$ cat src/rtl/damage_calculator_if.sv
// Bullet-store read port, player box and HUD outputs of damage_calculator.
// master = bullet store / game logic side, slave = damage_calculator.
interface damage_calculator_if;
    logic        start;
    logic [15:0] player_pos;
    logic [15:0] player_size;
    logic [2:0]  bullet_index;
    logic [15:0] bullet_pos;
    logic [15:0] bullet_size;
    logic [2:0]  bullet_color;
    logic        bullet_render;
    logic [7:0]  hp;
    logic        hit;
    logic        dead;
    logic        busy;
    logic        done;

    modport master (
        output start, player_pos, player_size, bullet_pos, bullet_size, bullet_color,
               bullet_render,
        input  bullet_index, hp, hit, dead, busy, done
    );

    modport slave (
        input  start, player_pos, player_size, bullet_pos, bullet_size, bullet_color,
               bullet_render,
        output bullet_index, hp, hit, dead, busy, done
    );
endinterface

$ cat src/rtl/damage_calculator.sv
// Per-frame bullet/heart collision scan and HP update.
// Define DAMAGE_IFRAME_EN to add invincibility frames after each damaging frame.
module damage_calculator #(
    parameter int unsigned HP_MAX  = 20,
    parameter int unsigned DAMAGE  = 5,
    parameter int unsigned HEAL    = 3,
    parameter int unsigned IFRAMES = 3
) (
    input logic                clk,
    input logic                rst_n,
    damage_calculator_if.slave bus
);
    localparam logic [7:0] HpMax  = 8'(HP_MAX);
    localparam logic [7:0] Damage = 8'(DAMAGE);
    localparam logic [7:0] Heal   = 8'(HEAL);

    typedef enum logic [1:0] {StIdle, StScan, StApply} state_e;

    state_e      state_q, state_d;
    logic [2:0]  idx_q, idx_d;
    logic [15:0] pp_q, pp_d, ps_q, ps_d;
    logic [15:0] last_pos_q, last_pos_d;
    logic        dmg_q, dmg_d, heal_q, heal_d;
    logic [7:0]  hp_q, hp_d;
    logic        hit_q, hit_d, done_q, done_d;
    logic        ifr_clear, apply_dmg;
    logic        overlap, moved;
    logic [8:0]  px_end, py_end, bx_end, by_end, heal_sum;

    // 9-bit box ends so boxes near the 255 edge do not wrap.
    always_comb begin
        px_end  = {1'b0, pp_q[15:8]} + {1'b0, ps_q[15:8]};
        py_end  = {1'b0, pp_q[7:0]} + {1'b0, ps_q[7:0]};
        bx_end  = {1'b0, bus.bullet_pos[15:8]} + {1'b0, bus.bullet_size[15:8]};
        by_end  = {1'b0, bus.bullet_pos[7:0]} + {1'b0, bus.bullet_size[7:0]};
        overlap = ({1'b0, bus.bullet_pos[15:8]} < px_end) && ({1'b0, pp_q[15:8]} < bx_end) &&
                  ({1'b0, bus.bullet_pos[7:0]} < py_end) && ({1'b0, pp_q[7:0]} < by_end) &&
                  (ps_q[15:8] != 8'd0) && (ps_q[7:0] != 8'd0) &&
                  (bus.bullet_size[15:8] != 8'd0) && (bus.bullet_size[7:0] != 8'd0);
        moved    = (pp_q != last_pos_q);
        heal_sum = {1'b0, hp_q} + {1'b0, Heal};
    end

    assign apply_dmg = (state_q == StApply) && dmg_q && ifr_clear;

`ifdef DAMAGE_IFRAME_EN
    logic [3:0] ifr_q, ifr_d;

    assign ifr_clear = (ifr_q == 4'd0);

    always_comb begin
        ifr_d = ifr_q;
        if (state_q == StApply) begin
            if (apply_dmg) begin
                ifr_d = 4'(IFRAMES);
            end else if (!ifr_clear) begin
                ifr_d = ifr_q - 4'd1;
            end
        end
    end

    always_ff @(posedge clk or negedge rst_n) begin
        if (!rst_n) begin
            ifr_q <= 4'd0;
        end else begin
            ifr_q <= ifr_d;
        end
    end
`else
    assign ifr_clear = 1'b1;
`endif

    always_comb begin
        state_d    = state_q;
        idx_d      = idx_q;
        pp_d       = pp_q;
        ps_d       = ps_q;
        last_pos_d = last_pos_q;
        dmg_d      = dmg_q;
        heal_d     = heal_q;
        hp_d       = hp_q;
        hit_d      = 1'b0;
        done_d     = 1'b0;
        case (state_q)
            StIdle: begin
                if (bus.start) begin
                    state_d = StScan;
                    pp_d    = bus.player_pos;
                    ps_d    = bus.player_size;
                    idx_d   = 3'd0;
                    dmg_d   = 1'b0;
                    heal_d  = 1'b0;
                end
            end
            StScan: begin
                if (bus.bullet_render && overlap) begin
                    case (bus.bullet_color)
                        3'b000:  dmg_d  = 1'b1;
                        3'b001:  heal_d = 1'b1;
                        3'b010:  dmg_d  = dmg_q | moved;
                        default: ;
                    endcase
                end
                if (idx_q == 3'd7) begin
                    state_d = StApply;
                end else begin
                    idx_d = idx_q + 3'd1;
                end
            end
            StApply: begin
                state_d    = StIdle;
                done_d     = 1'b1;
                last_pos_d = pp_q;
                if (apply_dmg) begin
                    hp_d  = (hp_q > Damage) ? hp_q - Damage : 8'd0;
                    hit_d = 1'b1;
                end else if (heal_q && hp_q != 8'd0) begin
                    hp_d = (heal_sum > {1'b0, HpMax}) ? HpMax : heal_sum[7:0];
                end
            end
            default: state_d = StIdle;
        endcase
    end

    always_ff @(posedge clk or negedge rst_n) begin
        if (!rst_n) begin
            state_q    <= StIdle;
            idx_q      <= 3'd0;
            pp_q       <= 16'd0;
            ps_q       <= 16'd0;
            last_pos_q <= 16'd0;
            dmg_q      <= 1'b0;
            heal_q     <= 1'b0;
            hp_q       <= HpMax;
            hit_q      <= 1'b0;
            done_q     <= 1'b0;
        end else begin
            state_q    <= state_d;
            idx_q      <= idx_d;
            pp_q       <= pp_d;
            ps_q       <= ps_d;
            last_pos_q <= last_pos_d;
            dmg_q      <= dmg_d;
            heal_q     <= heal_d;
            hp_q       <= hp_d;
            hit_q      <= hit_d;
            done_q     <= done_d;
        end
    end

    assign bus.bullet_index = idx_q;
    assign bus.hp           = hp_q;
    assign bus.hit          = hit_q;
    assign bus.dead         = (hp_q == 8'd0);
    assign bus.busy         = (state_q != StIdle);
    assign bus.done         = done_q;
endmodule

$ cat src/flat_wrapper.sv
// flat-port wrapper written by rule: the top's interface ports become plain ports
module damage_calculator_flat 
#(
    parameter int unsigned HP_MAX  = 20,
    parameter int unsigned DAMAGE  = 5,
    parameter int unsigned HEAL    = 3,
    parameter int unsigned IFRAMES = 3
)
  (clk, rst_n, bus_start, bus_player_pos, bus_player_size, bus_bullet_pos, bus_bullet_size, bus_bullet_color, bus_bullet_render, bus_bullet_index, bus_hp, bus_hit, bus_dead, bus_busy, bus_done);
  damage_calculator_if bus_i ();
  input logic clk;
  input logic rst_n;
  input wire logic [$bits(bus_i.start)-1:0] bus_start;
  input wire logic [$bits(bus_i.player_pos)-1:0] bus_player_pos;
  input wire logic [$bits(bus_i.player_size)-1:0] bus_player_size;
  input wire logic [$bits(bus_i.bullet_pos)-1:0] bus_bullet_pos;
  input wire logic [$bits(bus_i.bullet_size)-1:0] bus_bullet_size;
  input wire logic [$bits(bus_i.bullet_color)-1:0] bus_bullet_color;
  input wire logic [$bits(bus_i.bullet_render)-1:0] bus_bullet_render;
  output wire logic [$bits(bus_i.bullet_index)-1:0] bus_bullet_index;
  output wire logic [$bits(bus_i.hp)-1:0] bus_hp;
  output wire logic [$bits(bus_i.hit)-1:0] bus_hit;
  output wire logic [$bits(bus_i.dead)-1:0] bus_dead;
  output wire logic [$bits(bus_i.busy)-1:0] bus_busy;
  output wire logic [$bits(bus_i.done)-1:0] bus_done;
  assign bus_i.start = bus_start;
  assign bus_i.player_pos = bus_player_pos;
  assign bus_i.player_size = bus_player_size;
  assign bus_i.bullet_pos = bus_bullet_pos;
  assign bus_i.bullet_size = bus_bullet_size;
  assign bus_i.bullet_color = bus_bullet_color;
  assign bus_i.bullet_render = bus_bullet_render;
  assign bus_bullet_index = bus_i.bullet_index;
  assign bus_hp = bus_i.hp;
  assign bus_hit = bus_i.hit;
  assign bus_dead = bus_i.dead;
  assign bus_busy = bus_i.busy;
  assign bus_done = bus_i.done;
  damage_calculator #(.HP_MAX(HP_MAX), .DAMAGE(DAMAGE), .HEAL(HEAL), .IFRAMES(IFRAMES)) u_core (.clk(clk), .rst_n(rst_n), .bus(bus_i));
endmodule
$ cat config.mk
export PLATFORM = sky130hd
export DESIGN_NAME = damage_calculator_flat
export DESIGN_NICKNAME = d
export VERILOG_FILES = /design/src/rtl/damage_calculator_if.sv /design/src/rtl/damage_calculator.sv /design/src/flat_wrapper.sv
export SDC_FILE = /design/constraint.sdc
export NUM_CORES = 1
export LEC_CHECK = 0
export BUFFER_PORTS_ARGS = -buffer_cell sky130_fd_sc_hd__buf_4
export CORE_UTILIZATION = 50
export CTS_BUF_LIST = sky130_fd_sc_hd__clkbuf_8
export DETAILED_ROUTE_END_ITERATION = 16
export GPL_TIMING_DRIVEN = 0
export PLACE_DENSITY = 0.81
export SLEW_MARGIN = 10
export SYNTH_ARGS = -nofsm -noshare
export SYNTH_HDL_FRONTEND = slang
export SYNTH_SLANG_ARGS = --single-unit
export TNS_END_PERCENT = 1
$ cat constraint.sdc
create_clock -name clk -period 3.34 [get_ports clk]
set_input_delay 0.501 -clock clk [delete_from_list [all_inputs] [get_ports clk]]
set_output_delay 0.501 -clock clk [all_outputs]
set_load 0.005 [all_outputs]
==> impl_metrics.json <==
{
  "fin_crit_sh_pct": 95.8,
  "cp_slowest_cell": "dfrtp_1",
  "die_area_um2": 10100,
  "max_freq_mhz": 312,
  "crit_chain": "ha_1 -> fa_2 -> a211oi_1 -> o21bai_1 -> a21oi_2 -> xor2_1 -> ha_1 -> and4_1 -> o21ai_0 -> o211ai_1 -> o211a_1 -> nor4_4 -> nand4_1 -> o211ai_1",
  "regArea_um2": 1630,
  "clk_latency_ps": 350,
  "pre_cts_slack_ps": -650,
  "clkPwrFrac_pct": 13.5,
  "ir_drop_mv": 0.386,
  "tns_ps": 0,
  "cp.required_ps": 3620,
  "switching_share_pct": 41.5,
  "slew_headroom_pct": 46.2,
  "drv_cap": 0,
  "synth_top_family_by_area": "adder cells",
  "diodes": 0,
  "multi_input_area_um2": 3200,
  "ys_async_sr_fraction_pct": 100,
  "synth_compound_gate_area_share_pct": 15.8,
  "powerDensity_nw_per_um2": 914,
  "cts-root-buf": "clkbuf_8",
  "die_width_um": 101,
  "startpoint_type": "flop",
  "htree_levels": 3,
  "finalSetupViolations": 0,
  "whs_ps": 217,
  "arrival_ps": 3480,
  "synth.avg_cell_area_um2": 10.5,
  "antenna_found_initial": 0,
  "drv_slew": 0,
  "ioPinCount": 86,
  "grt_overflow": 0,
  "grt_max_degree": 66,
  "path_max_fanout": 3,
  "rows": 35,
  "synth_seq_area_share_pct": 33.5,
  "crit_buf_inv": 0,
  "die_h_um": 101,
  "cts_sinks": 65,
  "cpLargestDelayFamily": "compound AO/OA/AOI/OAI gates",
  "ctsLongestPathBuffers": 2,
  "drt-initial-drc-count": 166,
  "cts_buffers": 9,
  "min_path_type": "input port to asynchronous set/reset pin",
  "outcome": "completed",
  "wirelength_um": 11300,
  "cts_tree": "built",
  "syn_nets": 603,
  "synthMuxAreaShare_pct": 11.1,
  "vias": 3974,
  "period_minus_slack_ps": 3200,
  "synth-seq-cells": 65,
  "synth_edf_count": 0,
  "power_frac_seq_pct": 28.2,
  "synth-xor-area-share_pct": 7.20,
  "synth_simple_gate_area_share_pct": 11.4,
  "drive_gt1_share_pct": 32.1,
  "worst_slack_ps": 140,
  "gp_congestion": 0.868,
  "syn_inst": 463,
  "viasPerCell": 5.71,
  "start_util_pct": 52.2,
  "switchingPower_w": 0.00228,
  "finalClockSkew_ps": 13.5,
  "io_buffers": 85,
  "p_int_w": 0.00321,
  "routedWlPerCell_um": 16.3,
  "drt_first_pass_iters": 4,
  "critical_path_class": "flop to flop",
  "yosysWarningCount": 0,
  "p_comb_share_pct": 58.3,
  "crit_path_end_kind": "flop",
  "final_core_util_pct": 64.4,
  "num-fill-cells": 728,
  "core_um2": 9330,
  "cts.clk_slew.worst_paths_ps": 80,
  "synthesis.area_um2": 4870,
  "grt_pass1_vias": 4048,
  "area_growth_pct": 23.4,
  "grt_pass1_wl_um": 18500,
  "crit_path_max_incr_delay_ps": 420,
  "drc_errors": 0,
  "synth_ff_type": "dfrtp_1",
  "leakage_nw": 2.81,
  "synth.distinct_cells": 62,
  "synth_fa_ha_area_share_pct": 18.4,
  "grt_use_total_pct": 23.6,
  "tightestPinTransition_ps": 807,
  "hold_viol": 0,
  "holdBufCountCts": 0,
  "hpwl_um": 8750,
  "final_nets": 702,
  "antenna_left": 0
}
## layout by cell type (no fill, tap or decap), types with 8 or more instances in the layout
cell and n:
dfrtp_1 62, o21ai_0 24, inv_1 20, mux2_2 47
nor2_1 23, ha_1 64, clkbuf_8 9, nand2b_1 8
buf_4 88, a21oi_1 14, nand4_1 8, xnor2_1 28
nand2_1 17, xor2_1 12, nor4_1 9, a21o_1 12
## worst register-to-register path, stage by stage (launching register included)
cell      delay, ps
dfrtp_1         420
ha_1            240
fa_2            370
a211oi_1        220
o21bai_1        140
a21oi_2         190
xor2_1          180
ha_1            260
and4_1          190
o21ai_0          70
o211ai_1        100
o211a_1         180
nor4_4          330
nand4_1         130
o211ai_1        100
## state kept, by name (all words and copies together), names as in the netlist
name and flops:
u_core.bus.done 1, u_core.last_pos_q 16, u_core.heal_q 1, u_core.pp_q 16
u_core.bus.bullet_index 3, u_core.state_q 2, u_core.bus.hit 1, u_core.ps_q 16
u_core.dmg_q 1, u_core.bus.hp 8
## path summary, 6_finish.rpt
| kind | start | endpoint | slack [ps] | cells after the start |
|---|---|---|---|---|
| min in group clk | bus_player_size[9] | u_core.ps_q[9]$_DFFE_PN0P_ | 380 | 3 |
| worst max register to register | u_core.ps_q[0]$_DFFE_PN0P_ | u_core.dmg_q$_DFFE_PN0P_ | 140 | 14 |
| worst min-delay path | rst_n | u_core.bus.hp[5]$_DFFE_PN0P_ | 220 | 1 |
| worst max-delay path | u_core.ps_q[0]$_DFFE_PN0P_ | u_core.dmg_q$_DFFE_PN0P_ | 140 | 14 |
| worst min register to register | u_core.heal_q$_DFFE_PN0P_ | u_core.heal_q$_DFFE_PN0P_ | 510 | 2 |
| max in group asynchronous | rst_n | u_core.pp_q[8]$_DFFE_PN0P_ | 2530 | 1 |
## power groups by stage
stage / clock network (W) / registers [W] / logic (W)
after floorplan: 0 / 0.00140 / 0.00229
final: 0.000742 / 0.00155 / 0.00320
after global placement: 0 / 0.00152 / 0.00277
after global routing: 0.000787 / 0.00159 / 0.00357
after detailed placement: 0 / 0.00155 / 0.00294
after CTS: 0.000746 / 0.00154 / 0.00304
## final cells by class
| class | count | area share (%) |
|---|---|---|
| Multi-Input combinational cell | 370 | 53.3 |
| Sequential cell | 65 | 27.1 |
| Timing Repair Buffer | 88 | 11.0 |
| Tap cell | 129 | 2.69 |
| Clock buffer | 9 | 2.06 |
| Clock inverter | 7 | 1.60 |
| Inverter | 19 | 1.19 |
| Buffer | 9 | 1.02 |
## stage by stage
stage                     area [µm²]  total power (W)  instances
after floorplan                 4870          0.00369        463
after global placement          5670          0.00429        677
after detailed placement        5670          0.00449        677
after CTS                       5910          0.00532        693
after global routing            6010          0.00595        696
final                           6010          0.00549        696
## cells in the mapped netlist (all sizes together) (3+ instances only)
cell type	instances	area, µm²
nand4	8	50.1
buf	6	48.8
a31oi	4	25.0
xnor2	28	245
o21a	4	37.5
nand2b	9	56.3
clkbuf	3	12.5
mux2	47	529
a211o	3	26.3
ha	65	813
o21bai	6	45.0
a21o	12	90.1
a21oi	19	95.1
o211ai	7	52.6
dfrtp	63	1580
nor2b	4	27.5
nor4	10	62.6
nor2	23	86.3
inv	19	71.3
nand2	18	70.1
a211oi	7	52.6
nand3	7	35.0
fa	4	80.1
o21ai	27	139
nor3	7	35.0
a22o	5	43.8
xor2	12	105
## routing by layer
layer  track usage (%)  vias up  part of all wire [%]
li1                  -     1939                     -
met1              28.6     1899                    44
met2              40.8      109                    50
met3              4.37       27                   4.1
met4              10.5        0                   2.6
met5                 0        -                     0
## kinds of logic (layout without fill, tap and decap cells)
logic type,after synthesis,in the layout
buffers and inverters,28,132
adders and majority gates,69,69
and+or+nand+nor,101,101
muxes,48,48
AOI/OAI and AO/OA,112,112
xor gates and xnor gates,40,40
DFF,65,65
## repair_timing
item                       4_1_cts  5_1_grt
pin swaps                        1        6
setup endpoints to repair        2        2
gates resized for setup          5       13
buffers inserted                 0        3
No activity file was read; power rests on OpenSTA's default activity.
